==> src/rtl/ferry_pkg.sv <==
// Shared definitions for the ferry scheduler: cargo encoding, controller
// states and the built-in 7-trip solution replayed in auto mode.
package ferry_pkg;

  localparam logic [1:0] CARGO_NONE    = 2'd0;
  localparam logic [1:0] CARGO_WOLF    = 2'd1;
  localparam logic [1:0] CARGO_GOAT    = 2'd2;
  localparam logic [1:0] CARGO_CABBAGE = 2'd3;

  typedef enum logic [1:0] {StIdle, StReady, StSail, StDone} state_e;

  localparam int unsigned SOLUTION_LEN = 7;

  // Entry i lives in bits [2*i+1:2*i]; entry 0 is the first trip.
  localparam logic [2*SOLUTION_LEN-1:0] SOLUTION_ROM = {
    CARGO_GOAT, CARGO_NONE, CARGO_CABBAGE, CARGO_GOAT, CARGO_WOLF, CARGO_NONE, CARGO_GOAT
  };

  function automatic logic [1:0] rom_cargo(input logic [2:0] step);
    if (step >= 3'(SOLUTION_LEN)) begin
      return CARGO_NONE;
    end
    return SOLUTION_ROM[{step, 1'b0} +: 2];
  endfunction

endpackage

==> src/rtl/ferry_safety_check.sv <==
// Combinational legality check of a proposed crossing.
// Ports:
//   bank_w/bank_g/bank_c/bank_m : current bank of wolf, goat, cabbage, man
//   cargo                       : proposed cargo (ferry_pkg encoding)
//   wrong_bank                  : cargo item is not on the man's bank
//   unsafe                      : an unattended pair would be left together
//   legal                       : neither wrong_bank nor unsafe
module ferry_safety_check
  import ferry_pkg::*;
(
  input  logic       bank_w,
  input  logic       bank_g,
  input  logic       bank_c,
  input  logic       bank_m,
  input  logic [1:0] cargo,
  output logic       legal,
  output logic       unsafe,
  output logic       wrong_bank
);

  logic rem_w, rem_g, rem_c;

  // An item "remains" when it is on the departure bank and not aboard.
  assign rem_w = (bank_w == bank_m) && (cargo != CARGO_WOLF);
  assign rem_g = (bank_g == bank_m) && (cargo != CARGO_GOAT);
  assign rem_c = (bank_c == bank_m) && (cargo != CARGO_CABBAGE);

  always_comb begin
    wrong_bank = 1'b0;
    unique case (cargo)
      CARGO_NONE:    wrong_bank = 1'b0;
      CARGO_WOLF:    wrong_bank = (bank_w != bank_m);
      CARGO_GOAT:    wrong_bank = (bank_g != bank_m);
      CARGO_CABBAGE: wrong_bank = (bank_c != bank_m);
      default:       wrong_bank = 1'b0;
    endcase
  end

  assign unsafe = (rem_w && rem_g) || (rem_g && rem_c);
  assign legal  = !unsafe && !wrong_bank;

endmodule

==> src/rtl/ferry_scheduler.sv <==
// Ferry crossing controller for the wolf/goat/cabbage puzzle.
// Ports:
//   clk, rst_n            : clock, asynchronous active-low reset
//   start, auto_en        : start a session (IDLE/DONE only), mode select
//   dep_valid, dep_cargo  : manual departure request handshake
//   dep_ready             : manual request can be taken (READY, manual mode)
//   dep_err               : one-cycle pulse after a rejected request
//   sailing, cargo_q      : boat in transit and its cargo
//   bank_w/g/c/m          : bank of each item and the man (1 = far bank)
//   moves                 : completed crossings, saturating
//   done                  : all three items on the far bank
module ferry_scheduler
  import ferry_pkg::*;
#(
  parameter int unsigned TRIP_CYCLES = 4,
  parameter int unsigned MOVE_W      = 8
) (
  input  logic              clk,
  input  logic              rst_n,
  input  logic              start,
  input  logic              auto_en,
  input  logic              dep_valid,
  input  logic [1:0]        dep_cargo,
  output logic              dep_ready,
  output logic              dep_err,
  output logic              sailing,
  output logic [1:0]        cargo_q,
  output logic              bank_w,
  output logic              bank_g,
  output logic              bank_c,
  output logic              bank_m,
  output logic [MOVE_W-1:0] moves,
  output logic              done
);

  localparam int unsigned TIMER_W = (TRIP_CYCLES > 1) ? $clog2(TRIP_CYCLES) : 1;
  localparam logic [TIMER_W-1:0] TimerLoad = TIMER_W'(TRIP_CYCLES - 1);

  state_e              state_q, state_d;
  logic [TIMER_W-1:0]  timer_q, timer_d;
  logic [2:0]          step_q, step_d;
  logic                auto_q, auto_d;
  logic                err_d;
  logic [1:0]          cargo_d;
  logic                bank_w_d, bank_g_d, bank_c_d, bank_m_d;
  logic [MOVE_W-1:0]   moves_d;

  logic       req_valid;
  logic [1:0] req_cargo;
  logic       legal, unsafe, wrong_bank;

  assign req_cargo = auto_q ? rom_cargo(step_q) : dep_cargo;
  assign req_valid = (state_q == StReady) && (auto_q || dep_valid);

  ferry_safety_check u_check (
    .bank_w     (bank_w),
    .bank_g     (bank_g),
    .bank_c     (bank_c),
    .bank_m     (bank_m),
    .cargo      (req_cargo),
    .legal      (legal),
    .unsafe     (unsafe),
    .wrong_bank (wrong_bank)
  );

  always_comb begin
    state_d  = state_q;
    timer_d  = timer_q;
    step_d   = step_q;
    auto_d   = auto_q;
    err_d    = 1'b0;
    cargo_d  = cargo_q;
    bank_w_d = bank_w;
    bank_g_d = bank_g;
    bank_c_d = bank_c;
    bank_m_d = bank_m;
    moves_d  = moves;

    unique case (state_q)
      StIdle, StDone: begin
        if (start) begin
          bank_w_d = 1'b0;
          bank_g_d = 1'b0;
          bank_c_d = 1'b0;
          bank_m_d = 1'b0;
          moves_d  = '0;
          auto_d   = auto_en;
          step_d   = '0;
          state_d  = StReady;
        end
      end
      StReady: begin
        if (req_valid) begin
          if (legal) begin
            cargo_d = req_cargo;
            timer_d = TimerLoad;
            state_d = StSail;
          end else begin
            err_d = 1'b1;
          end
        end
      end
      StSail: begin
        if (timer_q != '0) begin
          timer_d = timer_q - TIMER_W'(1);
        end else begin
          bank_m_d = ~bank_m;
          if (cargo_q == CARGO_WOLF)    bank_w_d = ~bank_w;
          if (cargo_q == CARGO_GOAT)    bank_g_d = ~bank_g;
          if (cargo_q == CARGO_CABBAGE) bank_c_d = ~bank_c;
          if (moves != '1) moves_d = moves + MOVE_W'(1);
          if (auto_q) step_d = step_q + 3'd1;
          cargo_d = CARGO_NONE;
          state_d = (bank_w_d && bank_g_d && bank_c_d) ? StDone : StReady;
        end
      end
      default: state_d = StIdle;
    endcase
  end

  always_ff @(posedge clk or negedge rst_n) begin
    if (!rst_n) begin
      state_q <= StIdle;
      timer_q <= '0;
      step_q  <= '0;
      auto_q  <= 1'b0;
      dep_err <= 1'b0;
      cargo_q <= CARGO_NONE;
      bank_w  <= 1'b0;
      bank_g  <= 1'b0;
      bank_c  <= 1'b0;
      bank_m  <= 1'b0;
      moves   <= '0;
    end else begin
      state_q <= state_d;
      timer_q <= timer_d;
      step_q  <= step_d;
      auto_q  <= auto_d;
      dep_err <= err_d;
      cargo_q <= cargo_d;
      bank_w  <= bank_w_d;
      bank_g  <= bank_g_d;
      bank_c  <= bank_c_d;
      bank_m  <= bank_m_d;
      moves   <= moves_d;
    end
  end

  assign dep_ready = (state_q == StReady) && !auto_q;
  assign sailing   = (state_q == StSail);
  assign done      = (state_q == StDone);

  // The built-in solution must never propose an illegal trip.
  a_auto_legal: assert property (@(posedge clk) disable iff (!rst_n)
    (state_q == StReady && auto_q) |-> legal);
  a_ready_sail: assert property (@(posedge clk) disable iff (!rst_n)
    !(dep_ready && sailing));
  a_done_banks: assert property (@(posedge clk) disable iff (!rst_n)
    done |-> (bank_w && bank_g && bank_c));

endmodule

==> config.mk <==
export PLATFORM = sky130hd
export DESIGN_NAME = ferry_scheduler
export DESIGN_NICKNAME = d
export VERILOG_FILES = /design/src/rtl/ferry_pkg.sv /design/src/rtl/ferry_safety_check.sv /design/src/rtl/ferry_scheduler.sv
export SDC_FILE = /design/constraint.sdc
export NUM_CORES = 1
export LEC_CHECK = 0
export ABC_AREA = 1
export BUFFER_PORTS_ARGS = -buffer_cell sky130_fd_sc_hd__buf_2
export CAP_MARGIN = 20
export CORE_MARGIN = 3
export CORE_UTILIZATION = 55
export DETAILED_ROUTE_END_ITERATION = 16
export PLACE_DENSITY_LB_ADDON = 0.25
export SLEW_MARGIN = 0
export SYNTH_ARGS = -nofsm -noshare
export SYNTH_HDL_FRONTEND = slang
export SYNTH_SLANG_ARGS = --single-unit
export TNS_END_PERCENT = 20
==> constraint.sdc <==
create_clock -name clk -period 2.35 [get_ports clk]
set_input_delay 0.3525 -clock clk [delete_from_list [all_inputs] [get_ports clk]]
set_output_delay 0.3525 -clock clk [all_outputs]
set_load 0.01 [all_outputs]
==> key figures <==
Min path
  • Type of the worst min-delay path: in2reg
  • Hold path depth: 3

Timing
  • Final hold violation count: 0
  • Relative slew slack: 67.0%
  • Worst setup margin: 0.274 ns
  • Max Fclk: 0.482 GHz
  • Final clock skew: 0.00620 ns
  • Crit share post-route: 88.4%
  • RSZ-0062 raised after global routing: false
  • Worst Tran Pin Value: 0.495 ns
  • Setup TNS: 0 ns
  • Min Tclk post-route: 2.08 ns
  • Slew Viols, Final: 0
  • Min Hold Slack: 0.295 ns
  • Finish-stage setup viols: 0

Global routing
  • First-pass GRT wire length: 5430 µm
  • Tot GR Track Use: 20.6%
  • Initial antenna violation count: 0
  • Congestion Overflow GR: 0
  • Vias in the first global route: 1307
  • Largest net degree at the start of global routing: 24

Cells and area
  • Share of layout cells above drive strength 1: 17.1%
  • Fillers: 219
  • Ant diodes: 0
  • Layout area overhead: 13.1%
  • Final nets: 246
  • Core Util, Final: 66.7%
  • Post-Layout Inst Area: 1680 µm²

Synth
  • Syn Nets: 217
  • Synthesized cell area: 1490 µm²
  • Top cells by area, synth: dfrtp_1, nand2_1, ha_1, inv_1, nor2_1
  • Cells after Synth: 200
  • Seq cells post-synth: 23
  • Synth area leader: dfrtp_1
  • Yosys warns: 0
  • Sequential element share of the synthesized area: 38.7%
  • Yosys cell types: 24
  • Syn_area_per_cell: 7.44 µm²
  • Synth top area share: 38.7%

Route
  • DR top layer: met4
  • WL met2: 1570 µm
  • DR iter-0 viols: 42
  • Vias: 1368
  • WL final: 3220 µm
  • DR WL met3: 158 µm
  • M1 WL: 1470 µm
  • DRC: 0
  • First-pass DRT Iterations: 4
  • Wire length per cell: 12.5 µm
  • Drt via density: 5.30
  • Antenna viol nets, final: 0

Clocking
  • CTS tree: done
  • Clk slew on worst S/H paths: 0.13 ns
  • Htree depth: 1
  • Worst-Skew Late Latency: 0.32 ns
  • Root buffer cell: clkbuf_4
  • Post-CTS setup buffer count: 0
  • CTS buffer count: 3
  • Clk sinks: 23
  • Clock buffer depth: 2

Place
  • Placed wire-length estimate: 2450 µm
  • Buffers on Ports: 24
  • Placement Cell Area: 1650 µm²
  • GP Congestion: 0.858
  • Place WS: 0.344 ns

Power
  • Comb pwr share: 54.7%
  • Clock share of power: 10.8%
  • Sw Ratio: 48.8%
  • Lkg Pwr: 0.900 nW
  • Switching Power: 854 µW
  • Sequential power share: 34.5%
  • Internal power: 895 µW
  • Power Dens Cells: 1040 nW/µm²
  • Max VDD drop: 0.718 mV

Critical path
  • Critical Path Max Stage Delay: 0.44 ns
  • Crit. End Element: flop
  • CP cell instances: inv_1 -> ha_1 -> nand2_1 -> o21ai_1 -> and2_4 -> inv_2 -> a21oi_4 -> nand2_2 -> nor2_4 -> nand2_1 -> nand2_1 -> nor2_1
  • Top cell by count, worst path: nand2_1
  • Levels on crit path: 12
  • Top delay family on crit path: simple AND/OR/NAND/NOR gates
  • Critical-path top delay cell: dfrtp_1
  • Kind of critical path: reg2reg
  • Worst path required time: 2.58 ns
  • Critical path arrival: 2.30 ns
  • Worst setup SP type: flop
  • Worst reg-to-reg path cell count: 12
  • Crit path max fanout: 8
  • Buffers and inverters on the worst path: 2

Floorplanning
  • Starting Density: 59.0%
  • Die ar.: 3370 µm²
  • Number of cell rows: 18
  • I/O pin total: 25
  • Core area: 2520 µm²
  • Die height: 58.0 µm
  • DIE WIDTH: 58.0 µm

Run status
  • Status: complete, no violations

Flow run
  • Max cap viols: 0
==> repair_timing <==
action | 4_1_cts | 5_1_grt
hold endpoints to repair | 23 | 0
resized for setup | 0 | 0
endpoints found under the setup margin | 0 | 0
hold buffers | 1 | 0
==> stage by stage <==
stage               instances  total power, mW
detailed placement        253             1.55
finish                    258             1.75
global placement          253             1.50
CTS                       258             1.75
floorplan                 200             1.31
global route              258             1.94
==> worst register-to-register path: cells and delay by family (launching register included) <==
family	cells	cell delay, ns
flops	1	0.44
simple gates	7	0.75
buf+inv	2	0.14
fa+ha+maj	1	0.36
compound gates	2	0.31
==> cell usage in the layout (no fill, tap or decap), types with 2 or more instances in the layout <==
master,netlist,layout
inv_2,3,3
o31ai_1,2,2
nand4_1,8,8
nand3_1,12,12
o21ai_0,11,11
inv_1,25,25
nor2_1,20,20
buf_2,0,24
nor3_1,3,3
a21oi_1,9,9
ha_1,10,10
xor2_1,4,4
dfrtp_1,23,23
clkbuf_4,0,3
xnor2_1,3,3
o21ai_1,2,2
nand2_1,55,55
==> cell type report <==
cell class,count,area [µm²],area share (%)
Timing Repair Buffer,26,138,8.18
Multi-Input combinational cell,147,800,47.5
Tap cell,30,37.5,2.23
Inverter,28,105,6.25
Clock inverter,1,5.00,0.297
Sequential cell,23,576,34.2
Clock buffer,3,22.5,1.34
==> cell usage after synthesis, drive strengths merged <==
library cell	instances
and2	1
clkbuf	2
dfrtp	23
nand2	56
inv	28
a21oi	10
nor2	21
ha	10
nand3	13
o21ai	13
xnor2	3
nand4	8
o31ai	3
xor2	4
or2	1
nor3	4
==> power by group through the flow <==
| stage | registers, mW | logic [mW] | clock network [mW] |
|---|---|---|---|
| after CTS | 0.600 | 0.953 | 0.194 |
| after global routing | 0.618 | 1.12 | 0.206 |
| after detailed placement | 0.608 | 0.943 | 0 |
| final | 0.603 | 0.958 | 0.188 |
| after floorplan | 0.594 | 0.713 | 0 |
| after global placement | 0.600 | 0.896 | 0 |
==> final timing paths <==
check	from	end	slack (ns)
worst max-delay path	state_q[0]	moves[4]	0.27
worst max register to register	state_q[0]	moves[4]	0.27
max in group asynchronous	rst_n	state_q[0]	1.50
worst min register to register	timer_q[0]	timer_q[0]	0.53
worst min-delay path	auto_en	auto_q	0.30
min in group asynchronous	rst_n	step_q[2]	0.51
==> logic make-up (layout without fill, tap and decap cells) <==
| group | count (synthesis) | count (layout) | share of synthesized area (%) |
|---|---|---|---|
| DFF | 23 | 23 | 38.7 |
| xor gates and xnor gates | 7 | 7 | 4.12 |
| buffers and inverters | 30 | 58 | 7.57 |
| AOI/OAI and AO/OA | 26 | 26 | 10.3 |
| and+or+nand+nor | 104 | 104 | 30.9 |
| adders and majority gates | 10 | 10 | 8.41 |
==> layer usage <==
metal | track usage (%) | up-vias
met5 | 0 | -
met2 | 36.6 | 42
met4 | 5.96 | 0
met3 | 5.35 | 4
met1 | 24.5 | 621
li1 | - | 701
==> registers in the layout, summed over array words and instances, names as in the netlist <==
register	cells
bank_g	1
step_q	3
state_q	2
bank_m	1
auto_q	1
dep_err	1
moves	8
timer_q	2
bank_w	1
cargo_q	2
bank_c	1
(Power assumes the default switching activity.)
